--- config.mk ---
export PLATFORM = sky130hd
export DESIGN_NAME = core_data_amo_adapter
export DESIGN_NICKNAME = d
export VERILOG_FILES = /design/src/rtl/redmule_tile_pkg.sv /design/src/rtl/core_data_amo_adapter.sv
export SDC_FILE = /design/constraint.sdc
export NUM_CORES = 1
export LEC_CHECK = 0
export BUFFER_PORTS_ARGS = -buffer_cell sky130_fd_sc_hd__buf_2
export CELL_PAD_IN_SITES_DETAIL_PLACEMENT = 0
export CELL_PAD_IN_SITES_GLOBAL_PLACEMENT = 1
export CORE_MARGIN = 8
export CORE_UTILIZATION = 29
export DETAILED_ROUTE_END_ITERATION = 10
export PLACE_DENSITY = 0.64
export REMOVE_ABC_BUFFERS = 1
export SETUP_SLACK_MARGIN = 0.2
export SYNTH_ARGS = -nofsm -noshare
export SYNTH_HDL_FRONTEND = slang
export SYNTH_SLANG_ARGS = --single-unit
export TNS_END_PERCENT = 1
--- constraint.sdc ---
create_clock -name clk_i -period 4.5 [get_ports clk_i]
set_input_delay 1.125 -clock clk_i [delete_from_list [all_inputs] [get_ports clk_i]]
set_output_delay 1.125 -clock clk_i [all_outputs]
set_load 0.02 [all_outputs]
--- src/rtl/redmule_tile_pkg.sv ---
// Core data port request/response types shared across the RedMulE tile.
package redmule_tile_pkg;

    typedef struct packed {
        logic        req;
        logic [31:0] addr;
        logic [1:0]  memtype;
        logic [2:0]  prot;
        logic        dbg;
        logic [5:0]  atop;
        logic [3:0]  be;
        logic        we;
        logic [31:0] wdata;
    } core_data_req_t;

    typedef struct packed {
        logic        gnt;
        logic        rvalid;
        logic [31:0] rdata;
        logic        err;
        logic        exokay;
    } core_data_rsp_t;

endpackage

--- src/rtl/core_data_amo_adapter.sv ---
// Bridges the core OBI data port onto the core-side TCDM port. Plain accesses pass straight
// through; atomics become a locked read-then-write with one LR/SC reservation. Out-of-range
// addresses and malformed atomics are answered locally with an error.
module core_data_amo_adapter
    import redmule_tile_pkg::*;
#(
    parameter logic [31:0] L1_BASE = 32'h1000_0000,
    parameter logic [31:0] L1_SIZE = 32'h0010_0000,
    parameter bit          RESV_EN = 1'b1
) (
    input  logic           clk_i,
    input  logic           rst_ni,
    input  core_data_req_t core_data_req_i,
    output core_data_rsp_t core_data_rsp_o,
    output logic           tcdm_req_o,
    input  logic           tcdm_gnt_i,
    output logic [31:0]    tcdm_add_o,
    output logic           tcdm_wen_o,
    output logic [3:0]     tcdm_be_o,
    output logic [31:0]    tcdm_data_o,
    input  logic [31:0]    tcdm_r_data_i,
    input  logic           tcdm_r_valid_i
);

    localparam logic [4:0] OpAdd  = 5'b00000;
    localparam logic [4:0] OpSwap = 5'b00001;
    localparam logic [4:0] OpLr   = 5'b00010;
    localparam logic [4:0] OpSc   = 5'b00011;
    localparam logic [4:0] OpXor  = 5'b00100;
    localparam logic [4:0] OpOr   = 5'b01000;
    localparam logic [4:0] OpAnd  = 5'b01100;
    localparam logic [4:0] OpMin  = 5'b10000;
    localparam logic [4:0] OpMax  = 5'b10100;
    localparam logic [4:0] OpMinu = 5'b11000;
    localparam logic [4:0] OpMaxu = 5'b11100;

    typedef enum logic [2:0] {
        StIdle, StAmoRd, StAmoWait, StAmoWr, StAmoWack, StAmoRsp
    } state_e;

    state_e      state_q;
    logic [31:0] addr_q;
    logic [31:0] wdata_q;      // operand, replaced by the value to store once the read returns
    logic [31:0] rsp_data_q;
    logic [4:0]  op_q;
    logic        exokay_q;
    logic        resv_valid_q;
    logic [29:0] resv_addr_q;
    logic        plain_pend_q;
    logic        err_pend_q;

    logic [31:0] addr_off;
    logic        in_range;
    logic        atop_legal;
    logic        is_plain;
    logic        req_err;
    logic        resv_hit;
    logic [31:0] amo_new;
    logic        unused_fields;

    assign unused_fields = ^{core_data_req_i.memtype, core_data_req_i.prot, core_data_req_i.dbg};

    // Classify the incoming request: window hit, atop legality, error and reservation match.
    always_comb begin
        addr_off   = core_data_req_i.addr - L1_BASE;
        in_range   = addr_off < L1_SIZE;
        is_plain   = core_data_req_i.atop == 6'h00;
        atop_legal = is_plain;
        if (core_data_req_i.atop[5]) begin
            case (core_data_req_i.atop[4:0])
                OpAdd, OpSwap, OpXor, OpOr, OpAnd,
                OpMin, OpMax, OpMinu, OpMaxu: atop_legal = 1'b1;
                OpLr, OpSc:                   atop_legal = RESV_EN;
                default:                      atop_legal = 1'b0;
            endcase
        end
        req_err  = !in_range || !atop_legal ||
                   (!is_plain && (core_data_req_i.addr[1:0] != 2'b00 ||
                                  core_data_req_i.be != 4'hF));
        resv_hit = resv_valid_q && (resv_addr_q == core_data_req_i.addr[31:2]);
    end

    // New memory value from the word just read and the captured operand.
    always_comb begin
        amo_new = wdata_q;
        case (op_q)
            OpAdd:   amo_new = tcdm_r_data_i + wdata_q;
            OpXor:   amo_new = tcdm_r_data_i ^ wdata_q;
            OpOr:    amo_new = tcdm_r_data_i | wdata_q;
            OpAnd:   amo_new = tcdm_r_data_i & wdata_q;
            OpMin:   amo_new = ($signed(tcdm_r_data_i) < $signed(wdata_q)) ? tcdm_r_data_i : wdata_q;
            OpMax:   amo_new = ($signed(tcdm_r_data_i) > $signed(wdata_q)) ? tcdm_r_data_i : wdata_q;
            OpMinu:  amo_new = (tcdm_r_data_i < wdata_q) ? tcdm_r_data_i : wdata_q;
            OpMaxu:  amo_new = (tcdm_r_data_i > wdata_q) ? tcdm_r_data_i : wdata_q;
            default: amo_new = wdata_q;
        endcase
    end

    // Sequencer for atomics plus the one-cycle pending flags of the pass-through path.
    always_ff @(posedge clk_i or negedge rst_ni) begin
        if (!rst_ni) begin
            state_q      <= StIdle;
            addr_q       <= '0;
            wdata_q      <= '0;
            rsp_data_q   <= '0;
            op_q         <= '0;
            exokay_q     <= 1'b0;
            resv_valid_q <= 1'b0;
            resv_addr_q  <= '0;
            plain_pend_q <= 1'b0;
            err_pend_q   <= 1'b0;
        end else begin
            plain_pend_q <= 1'b0;
            err_pend_q   <= 1'b0;
            unique case (state_q)
                StIdle: begin
                    if (core_data_req_i.req) begin
                        if (req_err) begin
                            err_pend_q <= 1'b1;
                        end else if (is_plain) begin
                            if (tcdm_gnt_i) begin
                                plain_pend_q <= 1'b1;
                                if (core_data_req_i.we && resv_hit) resv_valid_q <= 1'b0;
                            end
                        end else begin
                            addr_q  <= core_data_req_i.addr;
                            op_q    <= core_data_req_i.atop[4:0];
                            wdata_q <= core_data_req_i.wdata;
                            if (core_data_req_i.atop[4:0] == OpSc) begin
                                // SC consumes the reservation whether or not it succeeds
                                resv_valid_q <= 1'b0;
                                exokay_q     <= resv_hit;
                                rsp_data_q   <= {31'b0, !resv_hit};
                                if (resv_hit) state_q <= StAmoWr;
                                else          state_q <= StAmoRsp;
                            end else begin
                                state_q <= StAmoRd;
                            end
                        end
                    end
                end
                StAmoRd: if (tcdm_gnt_i) state_q <= StAmoWait;
                StAmoWait: begin
                    if (tcdm_r_valid_i) begin
                        rsp_data_q <= tcdm_r_data_i;
                        if (op_q == OpLr) begin
                            resv_valid_q <= 1'b1;
                            resv_addr_q  <= addr_q[31:2];
                            exokay_q     <= 1'b1;
                            state_q      <= StAmoRsp;
                        end else begin
                            exokay_q <= 1'b0;
                            wdata_q  <= amo_new;
                            state_q  <= StAmoWr;
                        end
                    end
                end
                StAmoWr: begin
                    if (tcdm_gnt_i) begin
                        if (resv_valid_q && resv_addr_q == addr_q[31:2]) resv_valid_q <= 1'b0;
                        state_q <= StAmoWack;
                    end
                end
                StAmoWack: if (tcdm_r_valid_i) state_q <= StAmoRsp;
                StAmoRsp:  state_q <= StIdle;
                default:   state_q <= StIdle;
            endcase
        end
    end

    // TCDM drive and core response; plain responses may overlap an atomic's first cycles.
    always_comb begin
        tcdm_req_o      = 1'b0;
        tcdm_add_o      = '0;
        tcdm_wen_o      = 1'b0;
        tcdm_be_o       = '0;
        tcdm_data_o     = '0;
        core_data_rsp_o = '0;
        unique case (state_q)
            StIdle: begin
                if (core_data_req_i.req && !req_err && is_plain) begin
                    tcdm_req_o          = 1'b1;
                    tcdm_add_o          = core_data_req_i.addr;
                    tcdm_wen_o          = !core_data_req_i.we;
                    tcdm_be_o           = core_data_req_i.be;
                    tcdm_data_o         = core_data_req_i.wdata;
                    core_data_rsp_o.gnt = tcdm_gnt_i;
                end else if (core_data_req_i.req) begin
                    core_data_rsp_o.gnt = 1'b1;
                end
            end
            StAmoRd: begin
                tcdm_req_o = 1'b1;
                tcdm_add_o = {addr_q[31:2], 2'b00};
                tcdm_wen_o = 1'b1;
                tcdm_be_o  = 4'hF;
            end
            StAmoWr: begin
                tcdm_req_o  = 1'b1;
                tcdm_add_o  = {addr_q[31:2], 2'b00};
                tcdm_wen_o  = 1'b0;
                tcdm_be_o   = 4'hF;
                tcdm_data_o = wdata_q;
            end
            default: ;
        endcase
        core_data_rsp_o.rvalid = (plain_pend_q && tcdm_r_valid_i) || err_pend_q ||
                                 (state_q == StAmoRsp);
        if (plain_pend_q)             core_data_rsp_o.rdata = tcdm_r_data_i;
        else if (state_q == StAmoRsp) core_data_rsp_o.rdata = rsp_data_q;
        core_data_rsp_o.err    = err_pend_q;
        core_data_rsp_o.exokay = (state_q == StAmoRsp) && exokay_q;
    end

endmodule

==> qor.yml <==
ir_drop_v: 0.0002568
timing.rr.end: "wdata_q[21]$_DFFE_PN0P_"
multiInputGateArea_um2: 7222
hp-class: "register to register"
numCtsBuffers: 17
hold_path_end: "rsp_data_q[10]$_DFFE_PN0P_"
fmax_mhz: 239.8
worstMarginPinSlew_ps: 949.0
setup_viol: 0
fill_cells: 4079
start_util_pct: 29.30
hold_violations: 0
crit_chain: "buf_2 > or3_1 > nor2_1 > nand2_1 > or2_2 > nor2_4 > buf_4 > and4b_1 > buf_2"
pwr-share-seq_pct: 25.8
ys_warn_count: 0
grt.overflow.total: 0
area_growth_pct: 21.13
crit_path_max_incr_delay_ps: 440
regArea_um2: 3403
ys_seq_area_share_pct: 30.19
pin_count: 224
drt_wl_total_mm: 40.63
drt-pass1-iter-count: 6
comb_power_share_pct: 51.7
crit_fanout: 18
maxSlewHeadroom_pct: 36.73
rsz0062_at_grt: "no"
period_share_pct: 92.66
dp_slack_ps: 188.5
yosys_most_used_dff: "dfrtp_1"
insertion_delay_ps: 440
crit_top_cell: "buf_2"
dpl_cell_area_um2: 13040
fin_ws_ps: 330.1
status: "complete, no violations"
synth_largest_area_cell: "dfrtp_1"
ctsRootBufferMaster: "clkbuf_16"
syn-cell-area_um2: 11270
stdcell_count: 1988
grt_first_pass_wirelength_mm: 63.73
nets: 1671
cts_num_sinks: 136
antenna_found_initial: 4
synth_cell_types: 81
clock_skew_ps: 13.62
netlist_top_cells_area: "dfrtp_1, ha_1, a22o_1"
hold_depth: 2
postCtsHoldBufs: 0
p_switching_uw: 3020
cts.reportedPaths.clkPinSlew_ps: 60
cp-start-kind: "primary input"
critPathKind: "primary input to output pin"
avgSynthCellArea_um2: 8.883
grtUsageTotal_pct: 17.87
swShare_pct: 45.00
avgViaCountPerCell: 5.287
hp-start: "rsp_data_q[10]$_DFFE_PN0P_"
hpwl_mm: 29.13
die_area_um2: 45430
reg2reg_slack_ps: 1070
htreeDepth: 4
row_count: 72
worstPathArrival_ps: 3040
leakage_uw: 0.006638
cts-resized-gates: 0
fin_crit_ps: 4170
final_util_pct: 35.50
synthArstFlopShare_pct: 100.0
synth_top_area_share_pct: 30.19
power_density_nw_per_um2: 491.4
die_x_um: 213.2
drtIter0Drc: 642
port_buffers: 217
fin_area_um2: 13650
ys_seq_elements: 136
drive_above_1_share_pct: 25.19
grt_max_degree: 70
clockBufferDepth: 2
crit_path_end_kind: "output pin"
cts_tree: "done"
maxSlewViolCount: 0
routabilityCongestion: 0.8548
vias: 10510
regToRegStartpoint: "wdata_q[11]$_DFFE_PN0P_"
placed_cells: 1955
syn_inst: 1269
wl_per_cell_um: 20.44
pwr-share-clk_pct: 22.5
drc: 0
ff2ff_path_depth: 13
postCtsSetupBuffers: 0
cp.required_ps: 3380
drtAntennaViolNets: 0
maxCapViolCount: 0
synth_edf_count: 0
grt_pass1_vias: 10780
die_h_um: 213.2
core_um2: 38470
slowest_stage: "or3_1"
p_int_uw: 3691
-- cell type report --
type	instances	area share [%]
Tap cell	518	4.747
Inverter	86	2.364
Timing Repair Buffer	257	10.57
Antenna cell	1	0.01833
Sequential cell	136	24.92
Multi-Input combinational cell	958	52.89
Clock inverter	12	1.219
Clock buffer	20	3.271
-- worst max path at each step --
stage | slack, ps | startpoint | endpoint | cells past startpoint
2_1_floorplan | -1280 | core_data_req_i[40] | wdata_q[14]$_DFFE_PN0P_ | 8
3_3_place_gp | 280 | tcdm_r_data_i[10] | wdata_q[14]$_DFFE_PN0P_ | 13
3_5_place_dp | 190 | tcdm_r_data_i[10] | wdata_q[8]$_DFFE_PN0P_ | 13
4_1_cts | 330 | core_data_req_i[40] | tcdm_add_o[0] | 9
5_1_grt | 200 | core_data_req_i[40] | tcdm_add_o[0] | 9
6_report | 330 | core_data_req_i[40] | tcdm_add_o[0] | 9
-- critical path, delay by kind of cell --
kind | cells | cell delay, ps
buf+inv | 3 | 550
simple gates | 6 | 1370
-- per-layer routing --
layer  global-route usage [%]  share of wire [%]
met1                    23.43                 45
met2                    29.09                 46
met3                    4.301                6.6
met4                    4.822                1.7
met5                        0              0.089
-- cells in the final DEF (no fill, tap or decap), drive strengths merged, types with 20 or more instances in the layout --
cell and instances:
buf 257, nor3 26, o31ai 42, a22o 85
inv 89, nor2 73, nand4 20, mux2 66
nand2 84, ha 96, mux2i 25, xnor2 47
dfrtp 136, clkbuf 20, a221oi 25, o21ai 60
a21oi 82
-- logic make-up (layout without fill, tap and decap cells) --
kind of cell               after synthesis  after routing  synth area share (%)
and+or+nand+nor                        304            304                 13.52
other                                    0              1                     0
xor gates and xnor gates                64             64                 4.973
adders and majority gates               97             97                 10.83
muxes                                   91             91                 8.813
AOI/OAI and AO/OA                      402            402                 25.44
buffers and inverters                  175            375                 6.227
DFF                                    136            136                 30.19
-- state kept, by name, summed over array words and instances, names as in the netlist --
name          flops
resv_addr_q      30
op_q              5
wdata_q          32
state_q           3
rsp_data_q       32
resv_valid_q      1
addr_q           30
err_pend_q        1
exokay_q          1
plain_pend_q      1
-- power by group through the flow --
| stage | registers [uW] | clock network, uW | logic, uW |
|---|---|---|---|
| 2_1_floorplan | 1650 | 0 | 2410 |
| 3_3_place_gp | 1740 | 0 | 3440 |
| 3_5_place_dp | 1750 | 0 | 3460 |
| 4_1_cts | 1730 | 1560 | 3480 |
| 5_1_grt | 1770 | 1600 | 3890 |
| 6_report | 1730 | 1510 | 3470 |
-- stage by stage --
step | TNS, ps | total power, uW | hold slack, ps
6_report | 0 | 6710 | 476.9
5_1_grt | 0 | 7255 | 497.9
4_1_cts | 0 | 6760 | 483.2
3_5_place_dp | 0 | 5208 | 467.1
3_3_place_gp | 0 | 5181 | 462.5
2_1_floorplan | -96860 | 4063 | 447.9
-- cells in the mapped netlist (all sizes together), types with 4 or more instances --
cell and number:
a2111oi 5, nand2 84, nand4 20, clkbuf 67, a22oi 5, nor2 73, a221o 4, xnor2 47
inv 86, a211oi 7, a31oi 11, a22o 85, xor2 17, a21o 14, o21a 7, and3 5
buf 22, or3 4, mux2i 25, dfrtp 136, o21ai 60, and2 19, o31ai 42, nand2b 9
nor2b 17, nand3 17, nor3 26, nor4 17, o21bai 6, o211ai 8, a221oi 25, mux2 66
a311oi 4, or2 4, o22ai 11, ha 96, a21oi 82
Power figures use the tool's default switching activity.
